File: src/rtl/uart_word_packer.sv
`default_nettype none
// ============================================================================
// Module   : uart_word_packer
// Brief    : Avalon-MM master that polls the RS232 UART status register,
//            reads RX bytes and packs them into BYTES_PER_WORD-byte words.
// Revision : 1.0 - initial release
// ============================================================================
module uart_word_packer #(
    parameter int BYTES_PER_WORD = 3,
    parameter int MSB_FIRST      = 1,
    parameter int TIMEOUT_CYCLES = 0,
    parameter int FRAME_WORDS    = 640*480,
    parameter int RX_BASE        = 0,
    parameter int STATUS_BASE    = 8,
    parameter int RX_OK_BIT      = 7
) (
    input  logic                        avm_clk,
    input  logic                        avm_rst_n,
    output logic [4:0]                  avm_address,
    output logic                        avm_read,
    input  logic [31:0]                 avm_readdata,
    input  logic                        avm_waitrequest,
    output logic [8*BYTES_PER_WORD-1:0] o_data,
    output logic                        o_valid,
    input  logic                        i_ready,
    output logic                        o_frame_done,
    output logic                        o_drop
);

    localparam int c_cnt_w   = $clog2(BYTES_PER_WORD + 1);
    localparam int c_frame_w = (FRAME_WORDS > 1) ? $clog2(FRAME_WORDS) : 1;
    localparam int c_idle_w  = (TIMEOUT_CYCLES > 0) ? $clog2(TIMEOUT_CYCLES + 1) : 1;

    localparam logic [c_cnt_w-1:0]   c_cnt_last    = c_cnt_w'(BYTES_PER_WORD - 1);
    localparam logic [c_frame_w-1:0] c_frame_last  = c_frame_w'(FRAME_WORDS - 1);
    localparam logic [4:0]           c_status_addr = 5'(STATUS_BASE);
    localparam logic [4:0]           c_rx_addr     = 5'(RX_BASE);

    localparam logic [1:0] S_POLL = 2'd0;
    localparam logic [1:0] S_READ = 2'd1;
    localparam logic [1:0] S_HOLD = 2'd2;

    logic [1:0]                  r_state;
    logic [4:0]                  r_address;
    logic                        r_read;
    logic [c_cnt_w-1:0]          r_cnt;
    logic [8*BYTES_PER_WORD-1:0] r_data;
    logic                        r_valid;
    logic [c_frame_w-1:0]        r_frame_cnt;
    logic                        r_frame_done;
    logic                        r_drop;

    logic                        w_xfer;
    logic                        w_rx_done;
    logic                        w_handshake;
    logic                        w_counting;
    logic                        w_timeout;
    logic [BYTES_PER_WORD-1:0]   w_byte_we;
    logic                        w_unused_ok;

    assign w_xfer      = r_read && !avm_waitrequest;
    assign w_rx_done   = w_xfer && (r_state == S_READ);
    assign w_handshake = r_valid && i_ready;
    assign w_counting  = (r_cnt != '0) && (r_state != S_HOLD);
    assign w_unused_ok = ^{avm_readdata, w_counting};

    // Byte slot selected by the running byte count and the configured order.
    for (genvar gi = 0; gi < BYTES_PER_WORD; gi++) begin : g_byte
        localparam int c_slot = (MSB_FIRST != 0) ? (BYTES_PER_WORD - 1 - gi) : gi;
        assign w_byte_we[gi] = w_rx_done && (r_cnt == c_cnt_w'(c_slot));
    end

    if (TIMEOUT_CYCLES > 0) begin : g_timeout
        localparam logic [c_idle_w-1:0] c_idle_last = c_idle_w'(TIMEOUT_CYCLES - 1);
        logic [c_idle_w-1:0] r_idle;

        always_ff @(posedge avm_clk) begin
            if (!avm_rst_n || w_rx_done || !w_counting || w_timeout) begin
                r_idle <= '0;
            end else begin
                r_idle <= r_idle + 1'b1;
            end
        end

        // A byte landing in the same cycle takes priority over the discard.
        assign w_timeout = w_counting && !w_rx_done && (r_idle == c_idle_last);
    end else begin : g_no_timeout
        assign w_timeout = 1'b0;
    end

    always_ff @(posedge avm_clk) begin
        if (!avm_rst_n) begin
            r_state   <= S_POLL;
            r_address <= c_status_addr;
            r_read    <= 1'b0;
            r_cnt     <= '0;
            r_valid   <= 1'b0;
            r_drop    <= 1'b0;
        end else begin
            r_drop <= w_timeout;
            if (w_timeout) begin
                r_cnt <= '0;
            end
            case (r_state)
                S_POLL: begin
                    if (w_xfer) begin
                        r_read <= 1'b0;
                        if (avm_readdata[RX_OK_BIT]) begin
                            r_state   <= S_READ;
                            r_address <= c_rx_addr;
                        end
                    end else if (!r_read) begin
                        r_read <= 1'b1;
                    end
                end
                S_READ: begin
                    if (w_xfer) begin
                        r_read    <= 1'b0;
                        r_address <= c_status_addr;
                        if (r_cnt == c_cnt_last) begin
                            r_cnt   <= '0;
                            r_state <= S_HOLD;
                            r_valid <= 1'b1;
                        end else begin
                            r_cnt   <= r_cnt + 1'b1;
                            r_state <= S_POLL;
                        end
                    end else if (!r_read) begin
                        r_read <= 1'b1;
                    end
                end
                S_HOLD: begin
                    // No UART traffic while a word waits; the UART FIFO absorbs backpressure.
                    if (w_handshake) begin
                        r_valid <= 1'b0;
                        r_state <= S_POLL;
                    end
                end
                default: begin
                    r_state   <= S_POLL;
                    r_address <= c_status_addr;
                    r_read    <= 1'b0;
                    r_valid   <= 1'b0;
                end
            endcase
        end
    end

    always_ff @(posedge avm_clk) begin
        if (!avm_rst_n) begin
            r_data <= '0;
        end else if (w_timeout) begin
            r_data <= '0;
        end else begin
            for (int i = 0; i < BYTES_PER_WORD; i++) begin
                if (w_byte_we[i]) begin
                    r_data[8*i +: 8] <= avm_readdata[7:0];
                end
            end
        end
    end

    always_ff @(posedge avm_clk) begin
        if (!avm_rst_n) begin
            r_frame_cnt  <= '0;
            r_frame_done <= 1'b0;
        end else begin
            r_frame_done <= 1'b0;
            if (w_handshake) begin
                if (r_frame_cnt == c_frame_last) begin
                    r_frame_cnt  <= '0;
                    r_frame_done <= 1'b1;
                end else begin
                    r_frame_cnt <= r_frame_cnt + 1'b1;
                end
            end
        end
    end

    assign avm_address  = r_address;
    assign avm_read     = r_read;
    assign o_data       = r_data;
    assign o_valid      = r_valid;
    assign o_frame_done = r_frame_done;
    assign o_drop       = r_drop;

endmodule
`default_nettype wire

File: config.mk
export PLATFORM = sky130hd
export DESIGN_NAME = uart_word_packer
export DESIGN_NICKNAME = d
export VERILOG_FILES = /design/src/rtl/uart_word_packer.sv
export SDC_FILE = /design/constraint.sdc
export NUM_CORES = 1
export LEC_CHECK = 0
export ABC_CLOCK_PERIOD_IN_PS = 2100
export CORE_MARGIN = 5
export CORE_UTILIZATION = 46
export CTS_CLUSTER_DIAMETER = 50
export DETAILED_ROUTE_END_ITERATION = 10
export GPL_ROUTABILITY_DRIVEN = 0
export GPL_TIMING_DRIVEN = 0
export PLACE_DENSITY_LB_ADDON = 0.25
export SLEW_MARGIN = 20
export SYNTH_ARGS = -nofsm -noshare
export SYNTH_HDL_FRONTEND = slang
export SYNTH_SLANG_ARGS = --single-unit
File: constraint.sdc
create_clock -name avm_clk -period 2.1 [get_ports avm_clk]
set_input_delay 0.63 -clock avm_clk [delete_from_list [all_inputs] [get_ports avm_clk]]
set_output_delay 0.63 -clock avm_clk [all_outputs]
set_load 0.05 [all_outputs]
==> flow_metrics.tcl <==
set metrics [dict create \
    status "finished clean" \
    regToRegStartpoint "r_frame_cnt[0]$_SDFFE_PN0P_" \
    synth.yosys.warnings 0 \
    gr-usage-all-layers_pct 16.1 \
    slowest_stage "clkdlybuf4s50_1" \
    post-synth-top-area-cell "dfxtp_1" \
    drc_errors 0 \
    fill_cells 422 \
    ir_drop_mv 0.373 \
    final_hold_viol_count 0 \
    syn_area_mm2 0.00225 \
    ant_nets 0 \
    fin_util_pct 60.7 \
    timing.final.crit_share_pct 96.4 \
    ys_types 37 \
    clkSinkCount 51 \
    grt_pass1_wl_um 8140 \
    dieArea_mm2 0.00638 \
    critical_path.max_stage_delay_ns 0.79 \
    htree_levels 2 \
    path_clk_slew_ns 0.09 \
    grt_pass1_vias 1738 \
    fp.dieH_um 79.9 \
    tightest_slew_ns 0.509 \
    ios 69 \
    syn2layout_area_growth_pct 27.7 \
    antenna_found_initial 0 \
    min-delay-start "o_data[7]$_SDFFE_PN0P_" \
    cp_max_fo 1 \
    totalWireLength_um 4750 \
    synth_top_area_share_pct 45.5 \
    setup_tns_ns 0 \
    ys.flop_type "dfxtp_1" \
    slew_viol_final 0 \
    diodes 0 \
    crit_chain "clkdlybuf4s50_1" \
    synthArstFlopShare_pct 0 \
    dp_cells 343 \
    cp.required_ns 1.47 \
    drt-pass1-iter-count 4 \
    end_kind "output port" \
    grt_max_degree 16 \
    rsz0062_at_grt "no" \
    cap_violations 0 \
    design_area_mm2 0.00287 \
    numCtsBuffers 5 \
    crit_family "buffers and inverters" \
    instances_no_fill 354 \
    cts_root_buffer "clkbuf_8" \
    multi_input_area_mm2 0.00114 \
    relSlewSlack_pct 66.0 \
    hpwl_um 3380 \
    crit_arrival_ns 1.39 \
    crit_type "flip-flop to output port" \
    synth-seq-cells 51 \
    fp-row-count 25 \
    cellLeakagePower_uw 0.00141 \
    clk_latency_ns 0.30 \
    crit_path_start_kind "flip-flop" \
    dieWidth_um 79.9 \
    drt_iter0_drc 114 \
    synth_edf_count 0 \
    io_buffers 38 \
    hold_path.class "flip-flop to flip-flop" \
    cts_tree "yes" \
    dpl_cell_area_mm2 0.00273 \
    dp_slack_ns -0.365 \
    netlist_top_cells_area "dfxtp_1 (45%), mux2i_1 (10%), nor2b_1 (7.8%)" \
    synth_cells 234 \
    wire_per_inst_um 13.4 \
    initial_core_util_pct 47.5 \
    area.sequential_mm2 0.00102 \
    core_area_mm2 0.00472 \
    min_period_ns 2.02 \
    drt-vias-per-instance 5.13 \
    max_freq_ghz 0.494 \
    setup.worst_path.start "o_frame_done$_SDFF_PN0_" \
    clock-skew-final_ns 0.00571 \
    num_vias 1816 \
    setup_slack_ns 0.0758 \
    drive_above_1_share_pct 10.5 \
    gr-total-overflow 0 \
    setup_viol 0 \
    seq_area_frac_synth_pct 45.5 \
    path_buf_inv 1 \
    nets 323 \
    powerDensity_mw_per_mm2 573 \
    avgSynthCellArea_um2 9.60 \
    cts_buffer_depth 2 \
]
-- per-layer routing --
metal	share of wire, %	global-route usage [%]
met2	46	25.5
met5	0	0
met1	47	20.7
met3	6.3	5.53
met4	0.93	5.24
-- through the flow --
| stage | total power [µW] | hold slack, ns |
|---|---|---|
| after floorplan | 1070 | 0.451 |
| after global placement | 1110 | 0.462 |
| after detailed placement | 1110 | 0.467 |
| after CTS | 1650 | 0.483 |
| after global routing | 1710 | 0.518 |
| final | 1640 | 0.476 |
-- cells in the mapped netlist (all sizes together), types with 2 or more instances --
library cell and n:
o21ai 6, mux2i 23, and3 5, nand2 18, dfxtp 51, nand3 8
nand4 5, a21oi 13, nor2b 28, buf 9, or4 3, and2 5
nor3 2, o31ai 4, nor2 12, nor4 2, clkbuf 5, xnor2 3
nand4bb 2, inv 3, a21boi 6, and4 2, or3 5, xor2 6
-- path summary, 6_finish.rpt --
kind	end	slack [ns]	depth (start not counted)
setup / recovery	o_frame_done	0.08	1
hold reg to reg	o_data[7]$_SDFFE_PN0P_	0.48	2
setup reg to reg	r_frame_cnt[6]$_SDFFE_PN0P_	0.18	6
hold / removal	o_data[7]$_SDFFE_PN0P_	0.48	2
-- flip-flops by register name, summed over array words and instances, names as in the netlist --
register      count
o_data           24
r_frame_cnt      19
r_cnt             2
r_state           2
avm_address       1
avm_read          1
o_frame_done      1
o_valid           1
-- kinds of logic (layout without fill, tap and decap cells) --
kind of cell	count (synthesis)	after routing	synth area share, %
AOI/OAI and AO/OA	33	33	9.86
and+or+nand+nor	99	99	25.6
xor gates and xnor gates	9	9	3.51
muxes	23	23	10.3
DFF	51	51	45.5
buffers and inverters	17	66	4.62
other	1	5	0.167
adders and majority gates	1	1	0.557
-- final cells by class --
type	instances	share of cell area (%)
tap	67	2.92
sequential	51	35.6
multi-input combinational	170	39.8
buffer	13	3.10
timing repair buffer	42	15.2
clock inverter	2	0.436
inverter	3	0.393
clock buffer	6	2.53
-- power breakdown --
group / internal (µW) / leakage (µW) / switching (µW) / total, µW
combinational: 52.6 / 0.000957 / 66.8 / 119
clock: 234 / 0.0000412 / 316 / 549
sequential: 971 / 0.000411 / 4.74 / 976
total: 1260 / 0.00141 / 387 / 1640
-- repair_timing --
| action | in CTS | in global routing |
|---|---|---|
| hold buffers | 0 | 0 |
| endpoints found under the setup margin | 12 | 28 |
| setup buffers | 0 | 4 |
| gates resized for setup | 11 | 19 |
| endpoints found under the hold margin | 0 | 0 |
| pin swaps | 0 | 1 |
-- cells in the final DEF (no fill, tap or decap), types with 4 or more instances in the layout --
master | netlist | routed
nor2b_1 | 28 | 28
a21oi_1 | 13 | 13
dfxtp_1 | 51 | 51
a21boi_0 | 6 | 6
o31ai_1 | 4 | 4
nor2_1 | 12 | 12
clkbuf_1 | 4 | 4
clkdlybuf4s50_1 | 0 | 11
mux2i_1 | 23 | 23
nand2_1 | 18 | 17
or3_1 | 5 | 5
nand4_1 | 5 | 5
nand3_1 | 7 | 7
xor2_1 | 6 | 6
buf_4 | 5 | 9
clkbuf_8 | 0 | 5
and2_1 | 5 | 4
o21ai_0 | 6 | 6
dlymetal6s2s_1 | 0 | 16
dlygate4sd2_1 | 0 | 11
conb_1 | 1 | 5
Note: power is estimated with default switching activity, not from simulation.
